## config.mk

```make
export PLATFORM = sky130hd
export DESIGN_NAME = pixel_source
export DESIGN_NICKNAME = d
export VERILOG_FILES = /design/src/rtl/pixel_source_pkg.sv /design/src/rtl/pixel_source_box_mover.sv /design/src/rtl/pixel_source.sv
export SDC_FILE = /design/constraint.sdc
export NUM_CORES = 1
export LEC_CHECK = 0
export CORE_AREA = 2 2 88 153
export DETAILED_ROUTE_END_ITERATION = 10
export DIE_AREA = 0 0 90 155
export HOLD_SLACK_MARGIN = 0.06
export PLACE_DENSITY = 0.62
export SYNTH_ARGS = -nofsm -noshare
export SYNTH_HDL_FRONTEND = slang
export SYNTH_HIERARCHICAL = 1
export SYNTH_SLANG_ARGS = --single-unit
```

## constraint.sdc

```tcl
create_clock -name clk -period 2.65 [get_ports clk]
set_input_delay 0.6625 -clock clk [delete_from_list [all_inputs] [get_ports clk]]
set_output_delay 0.6625 -clock clk [all_outputs]
set_load 0.02 [all_outputs]
```

## src/rtl/pixel_source_pkg.sv

```systemverilog
// Shared constants and types for the pixel source: active-area geometry,
// pattern encodings, colour codes and box motion parameters.
package pixel_source_pkg;

    localparam int H_ACTIVE  = 640;
    localparam int V_ACTIVE  = 480;
    localparam int BAR_W     = 80;
    localparam int BOX_SIZE  = 32;
    localparam int STEP      = 2;

    localparam int X_W       = 10;
    localparam int Y_W       = 9;
    localparam int BAR_CNT_W = 7;

    localparam int H_LIMIT   = H_ACTIVE - BOX_SIZE;
    localparam int V_LIMIT   = V_ACTIVE - BOX_SIZE;

    typedef enum logic [1:0] {
        MODE_WHITE = 2'd0,
        MODE_BARS  = 2'd1,
        MODE_CHECK = 2'd2,
        MODE_BOX   = 2'd3
    } mode_t;

    typedef enum logic {
        DIR_POS = 1'b0,
        DIR_NEG = 1'b1
    } dir_t;

    typedef logic [2:0] rgb_t;

    localparam rgb_t RGB_BLACK = 3'b000;
    localparam rgb_t RGB_WHITE = 3'b111;
    localparam rgb_t RGB_RED   = 3'b100;
    localparam rgb_t RGB_BLUE  = 3'b001;

endpackage

```

## src/rtl/pixel_source_box_mover.sv

```systemverilog
// Bouncing-box position tracker: advances both axes by STEP once per frame
// and reverses direction when an axis would leave the visible range.
module pixel_source_box_mover
    import pixel_source_pkg::*;
(
    input  logic           clk,
    input  logic           rst_n,
    input  logic           step,
    output logic [X_W-1:0] bx,
    output logic [Y_W-1:0] by
);

    dir_t dir_x;
    dir_t dir_y;

    // Position arithmetic is done in signed int so the lower clamp is a plain compare.
    function automatic int next_pos(input int pos, input dir_t dir, input int limit);
        if (dir == DIR_POS) begin
            return (pos + STEP > limit) ? limit : pos + STEP;
        end
        return (pos < STEP) ? 0 : pos - STEP;
    endfunction

    function automatic dir_t next_dir(input int pos, input dir_t dir, input int limit);
        if (dir == DIR_POS && pos + STEP > limit) begin
            return DIR_NEG;
        end
        if (dir == DIR_NEG && pos < STEP) begin
            return DIR_POS;
        end
        return dir;
    endfunction

    always_ff @(posedge clk or negedge rst_n) begin
        if (!rst_n) begin
            bx    <= '0;
            by    <= '0;
            dir_x <= DIR_POS;
            dir_y <= DIR_POS;
        end else if (step) begin
            bx    <= X_W'(next_pos(int'(bx), dir_x, H_LIMIT));
            by    <= Y_W'(next_pos(int'(by), dir_y, V_LIMIT));
            dir_x <= next_dir(int'(bx), dir_x, H_LIMIT);
            dir_y <= next_dir(int'(by), dir_y, V_LIMIT);
        end
    end

endmodule

```

## src/rtl/pixel_source.sv

```systemverilog
// Test-pattern generator feeding the RGB stage: tracks the active pixel
// coordinate from hDisplay/vDisplay and drives registered 1-bit colours.
module pixel_source
    import pixel_source_pkg::*;
(
    input  logic       clk,
    input  logic       rst_n,
    input  logic       hDisplay,
    input  logic       vDisplay,
    input  logic [1:0] mode,
    output logic       rIn,
    output logic       gIn,
    output logic       bIn,
    output logic [9:0] px_x,
    output logic [8:0] px_y,
    output logic       frame_start
);

    localparam logic [X_W-1:0]       X_MAX    = X_W'(H_ACTIVE - 1);
    localparam logic [Y_W-1:0]       Y_MAX    = Y_W'(V_ACTIVE - 1);
    localparam logic [BAR_CNT_W-1:0] BAR_LAST = BAR_CNT_W'(BAR_W - 1);

    logic                 h_p1;
    logic                 v_p1;
    logic                 active_p0;
    logic                 h_fall_p0;
    logic                 v_fall_p0;
    logic [BAR_CNT_W-1:0] bar_sub;
    logic [2:0]           bar_idx;
    mode_t                mode_lat;
    logic                 armed;
    logic [X_W-1:0]       bx;
    logic [Y_W-1:0]       by;
    rgb_t                 colour_p0;

    function automatic logic [X_W-1:0] sat_inc_x(input logic [X_W-1:0] v);
        return (v == X_MAX) ? v : v + X_W'(1);
    endfunction

    function automatic logic [Y_W-1:0] sat_inc_y(input logic [Y_W-1:0] v);
        return (v == Y_MAX) ? v : v + Y_W'(1);
    endfunction

    function automatic rgb_t bar_colour(input logic [2:0] idx);
        return {~idx[1], ~idx[2], ~idx[0]};
    endfunction

    function automatic logic in_box(input logic [X_W-1:0] x, input logic [Y_W-1:0] y,
                                    input logic [X_W-1:0] x0, input logic [Y_W-1:0] y0);
        return (int'(x) >= int'(x0)) && (int'(x) < int'(x0) + BOX_SIZE) &&
               (int'(y) >= int'(y0)) && (int'(y) < int'(y0) + BOX_SIZE);
    endfunction

    assign active_p0 = hDisplay & vDisplay;
    assign h_fall_p0 = h_p1 & ~hDisplay;
    assign v_fall_p0 = v_p1 & ~vDisplay;

    pixel_source_box_mover u_box (
        .clk   (clk),
        .rst_n (rst_n),
        .step  (frame_start),
        .bx    (bx),
        .by    (by)
    );

    // Stage p0: pattern selection from the current coordinate.
    always_comb begin
        colour_p0 = RGB_BLACK;
        if (active_p0 && armed) begin
            case (mode_lat)
                MODE_WHITE: colour_p0 = RGB_WHITE;
                MODE_BARS:  colour_p0 = bar_colour(bar_idx);
                MODE_CHECK: colour_p0 = (px_x[5] ^ px_y[5]) ? RGB_BLACK : RGB_WHITE;
                MODE_BOX:   colour_p0 = in_box(px_x, px_y, bx, by) ? RGB_RED : RGB_BLUE;
                default:    colour_p0 = RGB_BLACK;
            endcase
        end
    end

    // Stage p1: registered colour, coordinates and frame bookkeeping.
    always_ff @(posedge clk or negedge rst_n) begin
        if (!rst_n) begin
            h_p1            <= 1'b0;
            v_p1            <= 1'b0;
            px_x            <= '0;
            px_y            <= '0;
            bar_sub         <= '0;
            bar_idx         <= '0;
            frame_start     <= 1'b0;
            mode_lat        <= MODE_WHITE;
            armed           <= 1'b0;
            {rIn, gIn, bIn} <= RGB_BLACK;
        end else begin
            h_p1            <= hDisplay;
            v_p1            <= vDisplay;
            frame_start     <= v_fall_p0;
            {rIn, gIn, bIn} <= colour_p0;

            if (!hDisplay) begin
                px_x    <= '0;
                bar_sub <= '0;
                bar_idx <= '0;
            end else if (active_p0) begin
                px_x <= sat_inc_x(px_x);
                if (bar_sub == BAR_LAST) begin
                    bar_sub <= '0;
                    if (bar_idx != 3'd7) begin
                        bar_idx <= bar_idx + 3'd1;
                    end
                end else begin
                    bar_sub <= bar_sub + BAR_CNT_W'(1);
                end
            end

            // A vDisplay low always wins over a coincident hDisplay fall.
            if (!vDisplay) begin
                px_y <= '0;
            end else if (h_fall_p0) begin
                px_y <= sat_inc_y(px_y);
            end

            // Mode only takes effect at frame boundaries so a frame never mixes patterns.
            if (frame_start) begin
                mode_lat <= mode_t'(mode);
                armed    <= 1'b1;
            end
        end
    end

endmodule

```

* After elaboration in Yosys (flattened, before gate mapping)
Cells that the tools add are included. W data, S select, Z words.
Word-level totals: register bits after elaboration 59, output and inout port bits 23
Cells by class: reductions and logical operators 16, mux-type cells 47, add/sub/neg operators 10, eq/ne operators 13, magnitude comparators 8, bitwise gates (word level) 11
Operators by type and width (number):
- $mux W10 | 7
- $mux W9 | 7
- $mux W1 | 22
- $mux W3 | 7
- $mux W7 | 3
- $pmux W3 S4 | 1
- $add A10 B2 Y11 const B | 1
- $add A10 B6 Y11 const B | 1
- $gt A11 B10 Y1 const B | 1
- $lt A10 B11 Y1 | 1
- $add A10 B1 Y10 const B | 1
- $add A9 B2 Y10 const B | 1
- $add A9 B6 Y10 const B | 1
- $eq A10 B10 Y1 const B | 1
- $ge A10 B10 Y1 | 1
- $gt A10 B9 Y1 const B | 1
- $lt A10 B2 Y1 const B | 1
- $lt A9 B10 Y1 | 1
- $sub A10 B2 Y10 const B | 1
- $add A9 B1 Y9 const B | 1
- $eq A9 B9 Y1 const B | 1
- $ge A9 B9 Y1 | 1
- $lt A9 B2 Y1 const B | 1
- $sub A9 B2 Y9 const B | 1
- other kinds (16) | 40

* Longest topological paths before layout
word-level depth 9, mapped depth 9, depth with buffers taken out 9

* Hierarchy
The synthesis kept the hierarchy.
By module, submodules not included:
- pixel_source | seq. area each 950.9 um^2, cells an instance 279, area an instance 2677.6 um^2, times used 1
- pixel_source_box_mover | seq. area each 475.5 um^2, cells an instance 224, area an instance 1686.6 um^2, times used 1

* Least setup slack after synthesis
No wires, ideal clock.
path kind reg2reg, from register u_box.bx[1], to register u_box.bx[6], stages on the path, launching flop included 9, slack 452 ps, library setup time 126 ps, path buffers 1, data required time 2524 ps, arrival 2072 ps, cells stage by stage dfrtp_1 ha_1 and3_1 buf_6 a211o_1 a32o_1 a31oi_4 o31ai_1 a221o_1
On the way: longest elaborated chain between the ends 5, elaborated cells between the ends (all ways) 8
Ends and longest elaborated chain:
- start: declaration | RTL line pixel_source_box_mover.sv:9 | output logic [X_W-1:0] bx,
- start signal: assignment | RTL line pixel_source_box_mover.sv:41 | bx <= X_W'(next_pos(int'(bx), dir_x, H_LIMIT));
- $add A10 B2 Y11 | RTL line pixel_source_box_mover.sv:19 | return (pos + STEP > limit) ? limit : pos + STEP;
- $gt A11 B10 Y1 | RTL line pixel_source_box_mover.sv:19
- $mux W10 | RTL line pixel_source_box_mover.sv:19
- $mux W10 | RTL line pixel_source_box_mover.sv:18 | if (dir == DIR_POS) begin
- $mux W10 (*) | RTL line pixel_source_box_mover.sv:21 | return (pos < STEP) ? 0 : pos - STEP;
Every way passes the cells marked *; elsewhere a longest branch is shown, timed or not. A chain may end at the register's enable or synchronous reset.

* Worst setup path after layout
from register u_box.bx[8], to register bIn
On the way: longest elaborated chain between the ends 8, elaborated cells between the ends (all ways) 9
Ends and longest elaborated chain:
- $add A10 B6 Y11 | RTL line pixel_source.sv:50 | return (int'(x) >= int'(x0)) && (int'(x) < int'(x0) + BOX_SIZE) &&
- $lt A10 B11 Y1 | RTL line pixel_source.sv:50
- $logic_and A1 B1 Y1 (*) (2 in a row) | RTL line pixel_source.sv:50
- $logic_and A1 B1 Y1 (*) | RTL line pixel_source.sv:51 | (int'(y) >= int'(y0)) && (int'(y) < int'(y0) + BOX_SIZE);
- $mux W3 (*) | RTL line pixel_source.sv:74 | MODE_BOX: colour_p0 = in_box(px_x, px_y, bx, by) ? RGB_RED : RGB_BLUE;
- $pmux W3 S4 (*) | RTL line pixel_source.sv:70 | case (mode_lat)
- $mux W3 (*) | RTL line pixel_source.sv:69 | if (active_p0 && armed) begin
- named net colour_p0[0] | RTL line pixel_source.sv:34 | rgb_t colour_p0;
- end signal: assignment | RTL line pixel_source.sv:97 | {rIn, gIn, bIn} <= colour_p0;
- end: declaration | RTL line pixel_source.sv:13 | output logic bIn,
The timed path passes the listed nets; every way through them passes the cells marked *.

==> run metrics <==
initial detailed-routing violation count=205; CTS H-Tree Depth=3; FF+latch count, synth=57; number of global-route vias before repair=4011; footprint of the multi-input gates=2700 sq um; Cell Chain, Critical Path=inv_1, ha_1, nand4_1, a211oi_1, a2111oi_0, o31ai_1, and4_4, a2111oi_4; most common cell after layout, fill and taps aside=dfrtp_1; Post-Synth Simple-Gate Area=24.1%; core area=12800 sq um; critical path peak fanout=12; Clock Tree Root=clkbuf_16; post-CTS setup buffer count=0; Fin. Hold Viols=0; Slew @ Worst Pin=0.586 ns; Post-Syn Instances=503; Tmin final=2.44 ns; # diodes=0; IO Pins=29; total vias in the final route=3902; GP Congestion=0.878; worst vdd ir=0.266 mV; Util after Layout=40.9%; DRT antenna net count=0; relative slew slack=60.6%; first-pass GRT wire length=19100 um; Chip Height=155 um; register area share after synthesis=32.7%; Worst R2R Path Depth=8; Yosys top cell by area=dfrtp_1; First-pass DRT Iterations=4; initial antenna violation count=0; Finish-stage setup viols=0; Vias/cell=5.44; ys async rst share=100%; r2r setup slk=0.21 ns; Post-Syn Area per Cell=8.68 sq um; Resize count post-CTS=0; post-synthesis mux area share=2.09%; Reg2Reg Launch Point=u_box/bx[8]; GR Overflow Total=0; Initial Util=34.1%; Filler cells=1282; Placement Rows=55; Critical Path Sink Type=flop; WL/cell=15.7 um; DR DRC count=0; Clock Skew=0.00711 ns; # clock sinks=57; top-area cell type share of the netlist area=32.7%; startpoint types=flop; crit path DAT=2.66 ns; CP max-delay cell=dfrtp_1; commonest cells after routing, fill and taps aside=dfrtp_1, nand2_1, ha_1; top_reg_cell synth=dfrtp_1; worst min path class=in -> async; cell area power density=680 nW/um^2; Area Growth Syn to Fin=19.8%; warning count from the yosys run=6; Num CTS Buffers=9; Worst Path Required=2.87 ns; Post-CTS Hold Fix Bufs=0; HPWL Detailed=8130 um; CP Class=reg -> reg; Setup TNS=0 ns; hold slack=0.321 ns; largest net degree at the start of global routing=58; CTS tree=done; Port Buffers=28; layout cells sized above 1=8.79%; Reg2Reg Capture Point=bIn; RSZ-0062 raised after global routing=no; synth unique cells=66; LEAKAGE=2.28 nW; largest family of logic cells by synthesized area=simple AND/OR/NAND/NOR gates; die area=14000 sq um; Die W=90 um; Synth Area in Adders=11.4%; Critical Path Max Stage Delay=0.60 ns; Clk pin slew, worst setup/hold paths=0.05 ns; XOR/XNOR Fraction of Synth Area=5.22%; Synth Area in Compound Gates=18.9%; status=finished, final reports clean; area of the mapped netlist=4360 sq um; Max Cap Viol=0; Final period util=92.1%; sequential standard cell area=1430 sq um; clock latency on the worst-skew pair=0.33 ns; Post-synth EDFFs=0; Routed WL=11200 um; Nets=586; top post-synthesis cells by area=dfrtp_1, ha_1, xnor2_1; Clock Tree Buf Depth=2; fmax=0.410 GHz; GRT Overall Usage=16.8%; Slew Limit Fails=0
==> critical path: cells and delay by family, from the launching register on <==
family / cells / cell delay, ns
DFF: 1 / 0.60
and+or+nand+nor: 2 / 0.36
buffers and inverters: 1 / 0.09
adders and majority gates: 1 / 0.30
AOI/OAI and AO/OA: 4 / 0.98
==> stage by stage <==
step | instance area (sq um) | instances | worst slack (ns) | total power [mW]
finish | 5230 | 717 | 0.210 | 3.56
global route | 5230 | 717 | 0.118 | 3.83
CTS | 5230 | 717 | 0.284 | 3.57
detailed placement | 4920 | 701 | 0.148 | 2.36
global placement | 4920 | 701 | 0.192 | 2.32
floorplan | 4370 | 504 | 0.452 | 2.02
==> per-layer routing <==
metal | up-vias | share of wire, % | track usage, %
met5 | - | 0 | 0
met4 | 0 | 3.4 | 9.45
met3 | 28 | 3.2 | 2.57
met2 | 107 | 54 | 31.1
met1 | 1876 | 40 | 17.9
li1 | 1891 | - | -
==> area by class of cell <==
class / count / area share (%)
clock buffer: 14 / 5.24
timing repair buffer: 50 / 8.66
clock inverter: 2 / 0.670
multi-input combinational: 389 / 51.6
inverter: 34 / 2.44
tap: 171 / 4.09
sequential: 57 / 27.3
==> synthesized netlist by cell type, types with 7 or more instances <==
| cell | n |
|---|---|
| inv_1 | 34 |
| nand3_1 | 24 |
| a21oi_1 | 26 |
| nor2_1 | 31 |
| o21ai_0 | 22 |
| xor2_1 | 8 |
| nand2_1 | 40 |
| nand4_1 | 10 |
| mux2i_1 | 8 |
| xnor2_1 | 18 |
| nor3_1 | 11 |
| or3_1 | 7 |
| ha_1 | 39 |
| clkbuf_1 | 18 |
| nor2b_1 | 20 |
| and2_1 | 10 |
| dfrtp_1 | 57 |
==> worst max-delay path by stage <==
stage,start,end,slack (ns),cells after the start
finish,u_box/bx[8],bIn,0.21,8
global route,u_box/by[1],u_box/by[4],0.12,8
CTS,u_box/by[1],u_box/by[4],0.28,8
detailed placement,hDisplay,px_y[7],0.15,7
global placement,hDisplay,px_x[9],0.19,7
floorplan,u_box/bx[1],u_box/bx[6],0.45,8
==> sequential cells by signal (all words and copies together) (netlist names), 2 cells and up <==
name	flops
bar_idx	3
mode_lat	2
px_y	9
u_box/bx	9
bar_sub	7
u_box/by	8
px_x	10
==> cell families (layout without fill, tap and decap cells) <==
kind of cell / count (synthesis) / count (layout)
DFF: 57 / 57
adders and majority gates: 40 / 40
xor gates and xnor gates: 26 / 26
and+or+nand+nor: 194 / 194
other: 1 / 2
muxes: 9 / 9
buffers and inverters: 58 / 100
AOI/OAI and AO/OA: 118 / 118
==> report_power, final <==
part | internal, mW | switching (mW) | total (mW)
registers | 0.972 | 0.182 | 1.15
logic | 0.515 | 0.687 | 1.20
clock network | 0.803 | 0.399 | 1.20
total | 2.29 | 1.27 | 3.56
Note: power is estimated with default switching activity, not from simulation.
